===== src/rtl/fetch_unit.sv =====
// rtl/fetch_unit.sv - in-order fetch stage with a 2-entry instruction buffer
// Optional FETCH_ILLEGAL_HALT_EN: halt fetch after an unsupported opcode is buffered.
module fetch_unit #(
    parameter logic [31:0] RESET_PC = 32'h0000_0000
) (
    input  logic        clk,
    input  logic        rst_n,
    output logic        imem_req,
    output logic [31:0] imem_addr,
    input  logic [31:0] imem_rdata,
    input  logic        redirect_valid,
    input  logic [31:0] redirect_pc,
    output logic        instr_valid,
    output logic [31:0] instr,
    output logic [31:0] instr_pc,
    input  logic        decode_ready,
    output logic        illegal_op
);

    typedef enum logic [1:0] {
        BOOT = 2'd0,
        RUN  = 2'd1,
        HALT = 2'd2
    } state_t;

    state_t      state;
    state_t      state_next;
    logic [31:0] pc;
    logic [31:0] tag;
    logic        inflight;
    logic [31:0] fifo_instr [2];
    logic [31:0] fifo_pc    [2];
    logic        rd_ptr;
    logic        wr_ptr;
    logic [1:0]  count;
    logic [2:0]  level;
    logic        pop;
    logic        push;
    logic        issue;
    logic        push_illegal;

    assign instr_valid = (count != 2'd0);
    assign pop         = instr_valid && decode_ready;

    // Entries held after this edge; the next request's data needs one free slot.
    assign level = {1'b0, count} + {2'b00, inflight} - {2'b00, pop};
    assign issue = (state == RUN) && !redirect_valid && (level < 3'd2);

    // Responses landing while halted belong to requests past the illegal entry.
    assign push = inflight && (state != HALT) && !redirect_valid;

    assign imem_req  = issue;
    assign imem_addr = pc;
    assign instr     = fifo_instr[rd_ptr];
    assign instr_pc  = fifo_pc[rd_ptr];

`ifdef FETCH_ILLEGAL_HALT_EN
    logic fifo_illegal [2];

    function automatic logic op_unsupported(input logic [6:0] op);
        case (op)
            7'b0110011, 7'b1100011, 7'b0000011, 7'b0010011,
            7'b0100011, 7'b1101111, 7'b0110111: return 1'b0;
            default:                            return 1'b1;
        endcase
    endfunction

    assign push_illegal = op_unsupported(imem_rdata[6:0]);
    assign illegal_op   = instr_valid && fifo_illegal[rd_ptr];

    always_ff @(posedge clk) begin
        if (push) begin
            fifo_illegal[wr_ptr] <= push_illegal;
        end
    end
`else
    assign push_illegal = 1'b0;
    assign illegal_op   = 1'b0;
`endif

    always_comb begin
        state_next = state;
        case (state)
            BOOT:    state_next = RUN;
            RUN:     if (push && push_illegal) state_next = HALT;
            HALT:    state_next = HALT;
            default: state_next = BOOT;
        endcase
        if (redirect_valid) begin
            state_next = RUN;
        end
    end

    always_ff @(posedge clk) begin
        if (!rst_n) begin
            state    <= BOOT;
            pc       <= RESET_PC;
            tag      <= RESET_PC;
            inflight <= 1'b0;
            count    <= 2'd0;
            rd_ptr   <= 1'b0;
            wr_ptr   <= 1'b0;
        end else begin
            state <= state_next;
            if (redirect_valid) begin
                pc       <= {redirect_pc[31:2], 2'b00};
                inflight <= 1'b0;
                count    <= 2'd0;
                rd_ptr   <= 1'b0;
                wr_ptr   <= 1'b0;
            end else begin
                inflight <= issue;
                if (issue) begin
                    pc  <= pc + 32'd4;
                    tag <= pc;
                end
                if (push) begin
                    wr_ptr <= ~wr_ptr;
                end
                if (pop) begin
                    rd_ptr <= ~rd_ptr;
                end
                count <= count + {1'b0, push} - {1'b0, pop};
            end
        end
    end

    // Storage is not reset; count gates visibility of stale slots.
    always_ff @(posedge clk) begin
        if (push) begin
            fifo_instr[wr_ptr] <= imem_rdata;
            fifo_pc[wr_ptr]    <= tag;
        end
    end

endmodule


===== config.mk =====
export PLATFORM = sky130hd
export DESIGN_NAME = fetch_unit
export DESIGN_NICKNAME = d
export VERILOG_FILES = /design/src/rtl/fetch_unit.sv
export SDC_FILE = /design/constraint.sdc
export NUM_CORES = 1
export LEC_CHECK = 0
export BUFFER_PORTS_ARGS = -buffer_cell sky130_fd_sc_hd__buf_2
export CAP_MARGIN = 20
export CORE_AREA = 2 2 164 166
export CTS_CLUSTER_SIZE = 40
export DETAILED_ROUTE_END_ITERATION = 16
export DIE_AREA = 0 0 166 168
export HOLD_SLACK_MARGIN = 0.1
export PLACE_DENSITY = 0.45
export REMOVE_ABC_BUFFERS = 1
export SLEW_MARGIN = 20
export SYNTH_ARGS = -nofsm -noshare
export SYNTH_HDL_FRONTEND = slang
export SYNTH_SLANG_ARGS = --single-unit

===== constraint.sdc =====
create_clock -name clk -period 9.4 [get_ports clk]
set_input_delay 0.47 -clock clk [delete_from_list [all_inputs] [get_ports clk]]
set_output_delay 0.47 -clock clk [all_outputs]
set_load 0.02 [all_outputs]

Word-level counts from Yosys, hierarchy flattened
Memories as Yosys holds them, arrays and structs flattened. A register that Yosys moved wholly into a read port is not among the register bits.
Cells that the tools add are included.
Widths: inputs -> output; s select.
{"block": "word_totals", "reg_bits": 71, "ramBits": 128, "inputBits": 68, "output_inout_bits": 99, "memories": 2}
{"block": "classes", "n_addsub": 5, "n_lt_le_gt_ge": 1, "n_eq_ne": 4, "muxes": 10, "bitwise": 4, "n_reduce_logical": 11}
{"name": "fifo_instr", "depth": 2, "width": 32, "read_ports": 1, "rd_clocked_by_memory_dff": 1, "write_ports": 1, "line": "31", "rtl": "logic [31:0] fifo_instr [2];"}
{"name": "fifo_pc", "depth": 2, "width": 32, "read_ports": 1, "rd_clocked_by_memory_dff": 1, "write_ports": 1, "line": "32", "rtl": "logic [31:0] fifo_pc [2];"}
{"cell": "$mux 32", "count": 2}
{"cell": "$add 32x3->32 const B", "count": 1}
{"cell": "$mux 1", "count": 7}
{"cell": "$pmux 2 s3", "count": 1}
{"cell": "$logic_and 1x1->1", "count": 5}
{"cell": "$ne 2x2->1 const B", "count": 2}
{"cell": "$not 1->1", "count": 4}
{"cell": "$reduce_bool 2->1", "count": 2}
{"cell": "$add 2x1->3", "count": 1}
{"cell": "$lt 3x2->1 const B", "count": 1}
{"cell": "$sub 3x1->3", "count": 1}
{"cell": "$add 2x1->2", "count": 1}
{"cell": "$eq 2x1->1 const B", "count": 1}
{"cell": "$eq 2x2->1 const B", "count": 1}
{"cell": "$logic_not 2->1", "count": 1}
{"cell": "$reduce_and 2->1", "count": 1}
{"cell": "$reduce_or 2->1", "count": 1}
{"cell": "$sub 2x1->2", "count": 1}
{"cell": "$logic_not 1->1", "count": 1}

Depth between registers and ports, before layout
Gate-level depths: netlist (run 1).
{"block": "logic_depth", "ltp_word": 7, "mapped_depth": 12, "mapped_depth_nobuf": 11}

Worst setup path after synthesis (run 1)
No wires, ideal clock.
{"block": "synth_timing", "path_kind": "input-to-reg", "startpoint": "in redirect_valid", "endpoint": "mem fifo_instr[0][0], enable pin", "setup_ns": 0.482, "t_arrival_ns": 3.464, "setup_slack_ns": 5.454, "cell_stages": 4, "n_path_buf": 1, "path_cell_list": "buf_2 > inv_1 > nand3_1 > nor2_1"}
{"block": "synth_via", "elab_chain_cells": 4}
{"element": "start, declared", "line": "11", "rtl": "input logic redirect_valid,"}
{"element": "$logic_not 1->1", "line": "50", "rtl": "assign push = inflight && (state != HALT) && !redirect_valid;"}
{"element": "$logic_and 1x1->1", "line": "50"}
{"element": "$mux 1", "line": "130", "rtl": "if (push) begin"}
{"element": "$mux 1 (not written as such)", "line": "131", "rtl": "fifo_instr[wr_ptr] <= imem_rdata;"}
{"element": "end, declared", "line": "31"}
Every way passes these cells.

Worst setup path in the final report (run 1)
{"block": "layout_timing", "startpoint": "reg count[1]", "endpoint": "out imem_req"}
{"block": "layout_via", "elab_chain_cells": 5, "word_cells_on_any_way": 6, "cone_classes": "add/sub (2); order compare (1); reduce/logical (3)"}
{"element": "start, declared", "line": "35", "rtl": "logic [1:0] count;"}
{"element": "start signal, assigned", "line": "123", "rtl": "count <= count + {1'b0, push} - {1'b0, pop};"}
{"element": "$reduce_bool 2->1", "line": "42", "rtl": "assign instr_valid = (count != 2'd0);"}
{"element": "$logic_and 1x1->1", "line": "43", "rtl": "assign pop = instr_valid && decode_ready;"}
{"element": "named net pop", "line": "37", "rtl": "logic pop;"}
{"element": "$sub 3x1->3", "line": "46", "rtl": "assign level = {1'b0, count} + {2'b00, inflight} - {2'b00, pop};"}
{"element": "$lt 3x2->1", "line": "47", "rtl": "assign issue = (state == RUN) && !redirect_valid && (level < 3'd2);"}
{"element": "$logic_and 1x1->1", "line": "47"}
{"element": "end, declared", "line": "8", "rtl": "output logic imem_req,"}
The timed path passes the listed nets, and every way through them passes these cells.

==> results.tsv, run 1 <==
metric	value	unit
Worst path top cell family by delay	buffers and inverters	
number of synthesized flops with an enable pin	124	
top-area cell type share of the netlist area	48.1	%
clock group share of total power	40.8	%
TritonCTS clock tree	built	
clock skew	14.0	ps
worst setup path class	reg -> out	
Num CTS Buffers	17	
WL/cell	17.3	um
critical register-to-register path endpoint	imem_addr[24]	
CP cell instances	or2_2, and2_1, ha_1, nand2b_1, fa_1, and4bb_1, nand2_2, inv_1, buf_4, buf_2	
critical path depth	10	
number of port buffers	159	
cell-internal power	1330	uW
sw power	429	uW
Synth Cell Area	7730	sq um
clk root buf	clkbuf_16	
Yosys reg bits	192	
Final Instance Count excl. Fillers	1106	
worst path bufs/invs	3	
vias in the first global route	5410	
Core Box Area	26400	sq um
WL final	19200	um
first-pass GRT wire length	29900	um
switch share	24.4	%
largest net degree at the start of global routing	63	
WP data arrival	4020	ps
Hold Buf Count CTS	0	
Chip Width	166	um
crit path launch type	flip-flop	
Flop pwr share	53.1	%
ANT nets after route	0	
PwrDens	187	nW/um^2
RSZ-0062 raised after global routing	no	
layout net count	826	
status	complete, no violations	
r2r worst-path depth	11	
Initial Util	29.3	%
Post-CTS Setup Bufs	0	
synthesis-to-layout area growth	21.6	%
Main synth FF type	edfxtp_1	
Tmin final	4490	ps
Critical Path Sink	imem_req	
Distinct cells, synth	50	
final hold violations	0	
post-cts sizing count	0	
Max Slew Vio Count	0	
layout cells sized above 1	35.4	%
cell type with the largest total area after synthesis	edfxtp_1	
max_cap viols	0	
Std-Cell Rows	60	
clk_lat worst skew	430	ps
Setup WS post-layout	4910	ps
via count	5272	
vias per inst	4.77	
clock tree buffer depth	2	
antenna cells	0	
1st-iter DRT viols	372	
f_max	0.223	GHz
CP startpoint	count[1]	
Die H	168	um
Logic pwr share	6.1	%
clock slew at reported path FFs	80	ps
Ys Warns	0	
Congestion Overflow GR	0	
initial antenna violation count	0	
area of the multi-input gates	2440	sq um
ranking of synthesized cells by area	edfxtp_1 48%, dfxtp_1 18%, mux2_2 9.2%	
Mapped Cells	606	
gpl congestion	0.734	
Async SR Flop Fraction	0	%
Worst Hold Class	in -> reg	
DRT Pass-1 Iters	5	
Max H-tree Level	4	
DP Wirelength	12600	um
Seq/Total Area, Yosys	65.7	%
Mean Syn Cell Area	12.8	sq um
FILL cells	2600	
slowest CP cell	inv_1	
post-detailed-route DRC marker count	0	
r2r setup slk	5430	ps
worst rel slew slack	31.3	%
# IOs	167	
CTS sink count	192	
CP required	8930	ps
CP endpoint kind	primary output	
Max VDD drop	0.115	mV
overall routing resource usage	13.7	%
# setup viols final	0	
DIE AREA	27900	sq um
Inst Count DP	1075	
leakage power	0.00348	uW
Tcrit/Tclk final	47.8	%
CP max FO	23	
Final TNS setup	0	ps
register area	5090	sq um
worst slew pin tran	1030	ps
RR Startpoint	count[1]	
Place WS	5340	ps
CP max stage delay	720	ps
[cell usage in the layout (no fill, tap or decap), drive strengths merged, types with 2 or more instances in the layout]
cell / n
and2: 6
a31oi: 12
dfxtp: 68
nor3: 2
a2bb2oi: 2
nand2: 88
a21oi: 51
nor2: 24
nand4: 17
and4: 3
a32oi: 5
nand3: 15
o21ai: 17
and3: 6
clkinv: 2
or2: 2
nor4: 4
conb: 5
nand2b: 2
a22oi: 3
clkinvlp: 4
o22ai: 3
xor2: 4
edfxtp: 124
ha: 4
o211ai: 3
buf: 164
a22o: 5
mux2: 63
clkbuf: 18
or3: 3
inv: 16
xnor2: 10
[worst register-to-register path, stage by stage, from the launching register on]
cell and delay (ps):
dfxtp_1 370, or2_2 300, and2_1 210, ha_1 280, nand2b_1 150, fa_1 480, and4bb_1 230, nand2_2 260
inv_1 720, nand2_1 370, or3_1 420, o211ai_1 80
[power by group through the flow]
stage / combinational (uW) / clock (uW) / sequential, uW
after floorplan: 49.5 / 0 / 955
final: 108 / 715 / 931
after global placement: 107 / 0 / 949
after CTS: 109 / 738 / 931
after detailed placement: 109 / 0 / 950
after global routing: 118 / 771 / 934
[cells by family (layout without fill, tap and decap cells)]
family,after synthesis,after routing,synth area share (%)
adder cells (fa/ha/maj),5,5,0.906
flip-flops,192,192,65.7
multiplexers,63,63,9.17
XOR/XNOR,14,14,1.59
buffers and inverters,50,205,3.12
other,1,5,0.0485
AO/OA/AOI/OAI,107,107,8.28
AND/OR/NAND/NOR,174,174,11.1
[cells in the mapped netlist (all sizes together), types with 3 or more instances]
library cell    n
a31oi          12
and2            6
inv            10
o211ai          3
nor2           24
a21oi          51
a22o            5
edfxtp        124
buf            25
xnor2          10
nor4            4
nand3          15
mux2           63
dfxtp          68
a32oi           5
and3            6
nand2          88
ha              4
o21ai          17
nand4          17
a22oi           3
xor2            4
or3             3
clkbuf         15
and4            3
o22ai           3
[metrics by stage]
stage          cell area (sq um)  hold WS (ps)  utilization [%]  total power [uW]
3_5_place_dp                8830           437             33.5              1060
3_3_place_gp                8830           428             33.5              1060
2_1_floorplan               7540           425                -              1000
4_1_cts                     9400           208             35.7              1780
5_1_grt                     9400           203             35.7              1820
6_report                    9400           231             35.7              1750
[cell type report]
type,count,share of cell area (%)
clock inverter,13,1.57
inverter,10,0.412
multi-input combinational,368,25.9
sequential,192,54.1
tap,341,4.54
timing repair buffer,164,8.86
clock buffer,18,4.56
[how the worst min path moves through the flow]
stage	from	end	slack, ps	cells past startpoint
6_report	imem_rdata[4]	fifo_instr[0][4]	230	1
5_1_grt	imem_rdata[4]	fifo_instr[0][4]	200	1
4_1_cts	imem_rdata[2]	fifo_instr[1][2]	210	1
3_5_place_dp	tag[27]	fifo_pc[1][27]	440	0
3_3_place_gp	tag[29]	fifo_pc[1][29]	430	0
2_1_floorplan	state[1]	state[0]	420	1
[state kept, by name, indices dropped and copies added (netlist names), named ones only]
signal / cells
fifo_instr: 64
fifo_pc: 60
imem_addr: 30
tag: 30
count: 2
state: 2
inflight: 1
rd_ptr: 1
wr_ptr: 1
[metal layers]
layer | global-route usage (%) | wire (um) | up-vias
met4 | 4.42 | 356 | 0
met2 | 22.4 | 8920 | 168
met1 | 17.7 | 8840 | 2580
li1 | - | - | 2506
met3 | 3.55 | 1050 | 18
met5 | 0 | 0 | -
(Power assumes the default switching activity.)
==> run 2, diff against run 1 <==
--- a/config.mk
+++ b/config.mk
@@ -5,14 +5,15 @@
 export SDC_FILE = /design/constraint.sdc
 export NUM_CORES = 1
 export LEC_CHECK = 0
+export ABC_AREA = 1
 export BUFFER_PORTS_ARGS = -buffer_cell sky130_fd_sc_hd__buf_2
 export CAP_MARGIN = 20
-export CORE_AREA = 2 2 164 166
+export CORE_AREA = 2 2 166 168
 export CTS_CLUSTER_SIZE = 40
 export DETAILED_ROUTE_END_ITERATION = 16
-export DIE_AREA = 0 0 166 168
+export DIE_AREA = 0 0 168 170
 export HOLD_SLACK_MARGIN = 0.1
-export PLACE_DENSITY = 0.45
+export PLACE_DENSITY = 0.46
 export REMOVE_ABC_BUFFERS = 1
 export SLEW_MARGIN = 20
 export SYNTH_ARGS = -nofsm -noshare
==> constraint.sdc (replaced) <==
create_clock -name clk -period 4 [get_ports clk]
set_input_delay 0.2 -clock clk [delete_from_list [all_inputs] [get_ports clk]]
set_output_delay 0.2 -clock clk [all_outputs]
set_load 0.02 [all_outputs]
==> run 2 against run 1 <==
  * Clock-buffer cell count stayed put
  * Cell count up 16%
  * Synthesized area increased by 2.8%
  * Non-clock buffer count grew 46
  * Via count is 7.2% higher
  * Total power rose by 140%
  * Final area rose by 7.6%
  * Sequential power up 140%
  * Largest power group unchanged
==> results.tsv, run 2 <==
metric	value	unit
status	complete, no violations	
synthesis-to-layout area growth	27.2	%
Post-CTS Setup Bufs	0	
gpl congestion	0.802	
CP max FO	21	
clk root buf	clkbuf_16	
WHS	108	ps
post-detailed-route DRC marker count	0	
clk_lat worst skew	430	ps
CP max stage delay	470	ps
Num CTS Buffers	17	
clock skew	15.8	ps
ANT nets after route	0	
Max VDD drop	0.222	mV
Std-Cell Rows	60	
final core occ	38.0	%
WP data arrival	3150	ps
Yosys reg bits	192	
antenna cells	0	
Tcrit/Tclk final	83.8	%
RSZ-0062 raised after global routing	no	
clock slew at reported path FFs	70	ps
overall routing resource usage	14.1	%
clock tree buffer depth	2	
Congestion Overflow GR	0	
DIE AREA	28600	sq um
met1 usage	18.5	%
cell mode on critical path	nand2_1	
layout net count	1003	
FILL cells	2718	
worst rel slew slack	35.3	%
Worst path top cell family by delay	buffers and inverters	
Initial Util	29.8	%
PwrDens	413	nW/um^2
max_cap viols	0	
largest net degree at the start of global routing	63	
CTS sink count	192	
DRT Pass-1 Iters	4	
worst setup path class	reg -> out	
Core Box Area	26700	sq um
met2 Use GR	24.0	%
Tmin final	3350	ps
WL/cell	15.8	um
met3 Use GR	3.28	%
crit path launch type	flip-flop	
top-area cell type share of the netlist area	46.8	%
most common cell in the netlist	nand2_1	
Largest Register	fifo_instr	
layout cells sized above 1	29.2	%
Final TNS setup	0	ps
Max H-tree Level	4	
cell type with the largest total area after synthesis	edfxtp_1	
# IOs	167	
Seq/Total Area, Yosys	63.9	%
via count	5654	
DP Wirelength	13200	um
vias in the first global route	5572	
leading cell type in the layout, fill and taps excluded	buf_2	
Async SR Flop Fraction	0	%
# setup viols final	0	
biggest regs	fifo_instr: 64 flops, fifo_pc: 60 flops	
Mapped Cells	729	
CP cell instances	inv_1, nand2_1, nand2_1, inv_1, ha_1, inv_1, nand2_1, fa_1, nand2_1, nor2_2, nand2_2, inv_2, buf_2	
WL final	20300	um
commonest cells after routing, fill and taps aside	159 x buf_2, 152 x nand2_1, 124 x edfxtp_1, 67 x dfxtp_1, 62 x mux2_2	
Place WS	852	ps
Die H	170	um
Main synth FF type	edfxtp_1	
leakage power	0.00399	uW
busiest grt layer	met2	
Distinct cells, synth	34	
Mean Syn Cell Area	10.9	sq um
first-pass GRT wire length	31000	um
f_max	0.298	GHz
ranking of synthesized cells by area	edfxtp_1 47%, dfxtp_1 17%, mux2_2 8.8%	
Chip Width	168	um
Worst Hold Class	in -> reg	
CP required	3800	ps
slowest CP cell	fa_1	
worst slew pin tran	971	ps
vias per inst	4.40	
worst path bufs/invs	5	
CP endpoint kind	primary output	
Setup WS post-layout	650	ps
max reg flops	64	
number of synthesized flops with an enable pin	124	
TritonCTS clock tree	built	
Ys Warns	0	
1st-iter DRT viols	372	
number of port buffers	159	
initial antenna violation count	0	
most frequent cells after synthesis	152 x nand2_1, 124 x edfxtp_1, 68 x dfxtp_1	
final hold violations	0	
Synth Cell Area	7950	sq um
Max Slew Vio Count	0	
run 2: changes by cell type after synthesis, sizes merged, moves of 7 or more:
cell | before | now
nand2 | 88 | 154
xnor2 | 10 | 1
inv | 10 | 60
nand3 | 15 | 44
nor2 | 24 | 64
a31oi | 12 | 3
a21oi | 51 | 33
clkbuf | 15 | 8
o21ai | 17 | 53
nand4 | 17 | 3
run 2: logic make-up after synthesis:
group           synth area share, %
simple gates                   14.2
flops                          63.9
compound gates                 6.40
buf+inv                        5.08
mux                            8.78
xor+xnor                      0.661
fa+ha+maj                     0.881
other cells                  0.0471
run 2: path summary, 6_finish.rpt:
| check | slack (ps) | cells past startpoint | from | to |
|---|---|---|---|---|
| max | 650 | 13 | count[1] | imem_req |
| min reg2reg | 440 | 1 | state[1] | state[0] |
| max reg2reg | 870 | 17 | count[1] | imem_addr[5] |
| min | 110 | 5 | redirect_pc[14] | imem_addr[14] |
run 2: timing repair:
item,4_1_cts,5_1_grt
hold endpoints to repair,74,0
gates resized for setup,0,0
hold buffers,42,0
run 2: area by class of cell:
type / count / area [sq um] / area share [%]
repair buffers: 210 / 1320 / 13.1
flip-flops and latches: 192 / 5090 / 50.3
clock inverters: 14 / 129 / 1.27
inverters: 61 / 229 / 2.26
multi-input cells: 448 / 2490 / 24.7
well taps: 341 / 427 / 4.22
clock buffers: 18 / 429 / 4.24
run 2: metal layers:
layer / wire [um] / vias to the layer above
met3: 869 / 6
met4: 106 / 0
met5: 0 / -
li1: - / 2885
met1: 9760 / 2636
met2: 9590 / 127
run 2: stage by stage:
stage,cells,power [uW],area [sq um]
floorplan,701,2410,7790
global placement,1210,2550,9140
detailed placement,1210,2550,9140
CTS,1284,4240,10100
global route,1284,4350,10100
finish,1284,4180,10100
run 2: worst min-delay path, stage by stage:
cell     delay [ps]
buf_2            90
nand2_1          50
nand3_1          70
nand2_1          40
inv_1            40
run 2: report_power, final:
group          switching (uW)  leakage (uW)  total, uW  internal (uW)
Combinational             197       0.00201        326            130
Clock                     770      0.000258       1640            868
Sequential               48.7       0.00172       2210           2160
Total                    1020       0.00399       4180           3160
==> run 3, diff against run 2 <==
--- a/config.mk
+++ b/config.mk
@@ -13,7 +13,7 @@
 export DETAILED_ROUTE_END_ITERATION = 16
 export DIE_AREA = 0 0 168 170
 export HOLD_SLACK_MARGIN = 0.1
-export PLACE_DENSITY = 0.46
+export PLACE_DENSITY = 0.45
 export REMOVE_ABC_BUFFERS = 1
 export SLEW_MARGIN = 20
 export SYNTH_ARGS = -nofsm -noshare
==> constraint.sdc (replaced) <==
create_clock -name clk -period 3.15 [get_ports clk]
set_input_delay 0.1575 -clock clk [delete_from_list [all_inputs] [get_ports clk]]
set_output_delay 0.1575 -clock clk [all_outputs]
set_load 0.02 [all_outputs]
==> run 3 against run 2 <==
  * Clock-buffer cell count grew 4
  * Clock skew fell by 7.8 ps
  * Register-to-register slack worse by 490 ps
  * Global-route usage grew 0.15 points
  * Worst hold slack improved by 1.6 ps
  * Non-clock buffer count grew 22
  * Total power increased by 28%
==> results.tsv, run 3 (synthesized netlist as in run 2, its figures left out) <==
metric	value	unit
CP required	2990	ps
leakage power	0.00411	uW
Worst path top cell family by delay	adder cells	
biggest regs	fifo_instr: 64 flops, fifo_pc: 60 flops	
Largest Register	fifo_instr	
DP Wirelength	13400	um
PwrDens	516	nW/um^2
cell mode on critical path	nand2_1	
clk root buf	clkbuf_16	
vias per inst	4.43	
Critical Path Sink	imem_req	
fin area	10400	sq um
via count	5780	
clk_lat worst skew	420	ps
CP startpoint	count[1]	
RSZ-0062 raised after global routing	no	
CP max stage delay	480	ps
largest net degree at the start of global routing	63	
RR Startpoint	count[1]	
first-pass GRT wire length	31300	um
Max VDD drop	0.232	mV
clock tree buffer depth	2	
slowest CP cell	fa_1	
leading cell type in the layout, fill and taps excluded	buf_2	
worst setup path class	reg -> out	
initial antenna violation count	0	
DIE AREA	28600	sq um
Chip Width	168	um
1st-iter DRT viols	423	
worst path bufs/invs	6	
r2r setup slk	380	ps
Die H	170	um
Tcrit/Tclk final	91.2	%
critical path depth	14	
FILL cells	2678	
placed cell area	9160	sq um
CTS sink count	192	
Final Instance Count excl. Fillers	1306	
clock skew	8.04	ps
critical register-to-register path endpoint	imem_addr[17]	
crit path launch type	flip-flop	
Max H-tree Level	4	
WHS	109	ps
f_max	0.348	GHz
clock slew at reported path FFs	70	ps
ANT nets after route	0	
post-detailed-route DRC marker count	0	
Congestion Overflow GR	0	
number of port buffers	159	
register area	5090	sq um
# IOs	167	
area of the multi-input gates	2500	sq um
final core occ	38.9	%
overall routing resource usage	14.3	%
Worst Hold Class	in -> reg	
WL/cell	15.7	um
Num CTS Buffers	17	
WL final	20500	um
max reg flops	64	
final hold violations	0	
Max Slew Vio Count	0	
Std-Cell Rows	60	
Inst Count DP	1213	
Worst Hold Launch	redirect_pc[12]	
# setup viols final	0	
worst rel slew slack	36.6	%
layout net count	1025	
gpl congestion	0.786	
CP max FO	14	
DRT Pass-1 Iters	4	
Core Box Area	26700	sq um
commonest cells after routing, fill and taps aside	159 x buf_2, 152 x nand2_1, 124 x edfxtp_1, 66 x dfxtp_1, 62 x mux2_2	
antenna cells	0	
vias in the first global route	5493	
layout cells sized above 1	29.0	%
status	complete, no violations	
CP cell instances	inv_1, nand2_1, nand2_1, inv_1, ha_1, inv_1, nand2_1, fa_1, nand2_1, nor2_4, nand2_4, inv_4, buf_12, buf_2	
worst slew pin tran	951	ps
Tmin final	2870	ps
TritonCTS clock tree	built	
CP endpoint kind	primary output	
r2r worst-path depth	17	
WP data arrival	2710	ps
Initial Util	29.8	%
max_cap viols	0	
synthesis-to-layout area growth	30.2	%
[run 3: layout make-up]
cell class / instances / share of cell area (%)
sequential: 192 / 49.1
multi-input combinational: 448 / 24.2
clock buffer: 22 / 4.38
tap: 341 / 4.12
clock inverter: 10 / 1.03
timing repair buffer: 232 / 14.9
inverter: 61 / 2.23
[run 3: what timing repair did]
action,CTS,global route
setup endpoints to repair,1,1
gates cloned,0,1
hold buffers,59,0
pin swaps,0,1
resized for setup,1,3
setup buffers,0,1
hold endpoints to repair,92,0
[run 3: stage by stage]
stage / total power [uW] / TNS [ps] / worst slack (ps)
after global placement: 3250 / 0 / 404
after floorplan: 3060 / -64930 / -524
after CTS: 5410 / 0 / 26.1
after detailed placement: 3250 / 0 / 339
after global routing: 5580 / 0 / 37.4
final: 5340 / 0 / 278
[run 3: how the worst min path moves through the flow]
| stage | end | cells after the start | slack, ps |
|---|---|---|---|
| final | imem_addr[12] | 5 | 110 |
| after global routing | state[0] | 3 | 120 |
| after CTS | imem_addr[12] | 5 | 100 |
| after detailed placement | fifo_instr[0][7] | 1 | 350 |
| after global placement | fifo_instr[0][19] | 1 | 350 |
| after floorplan | imem_addr[14] | 2 | 260 |
[run 3: worst min-delay path, stage by stage]
cell     delay, ps
buf_2          110
nand2_1         60
o21ai_1         50
inv_1           50
a21oi_1         50
[run 3: layer usage]
metal	vias up	share of wire (%)	track usage [%]
li1	2932	-	-
met5	-	0	0
met4	0	0.83	3.18
met3	14	4.9	3.56
met2	137	46	23.1
met1	2697	49	19.4
[run 3: power breakdown]
part | internal (uW) | total, uW | leakage, uW | switching (uW)
Clock | 1130 | 2090 | 0.000271 | 964
Sequential | 2750 | 2810 | 0.00172 | 61.9
Combinational | 187 | 444 | 0.00212 | 258
Total | 4060 | 5340 | 0.00411 | 1280
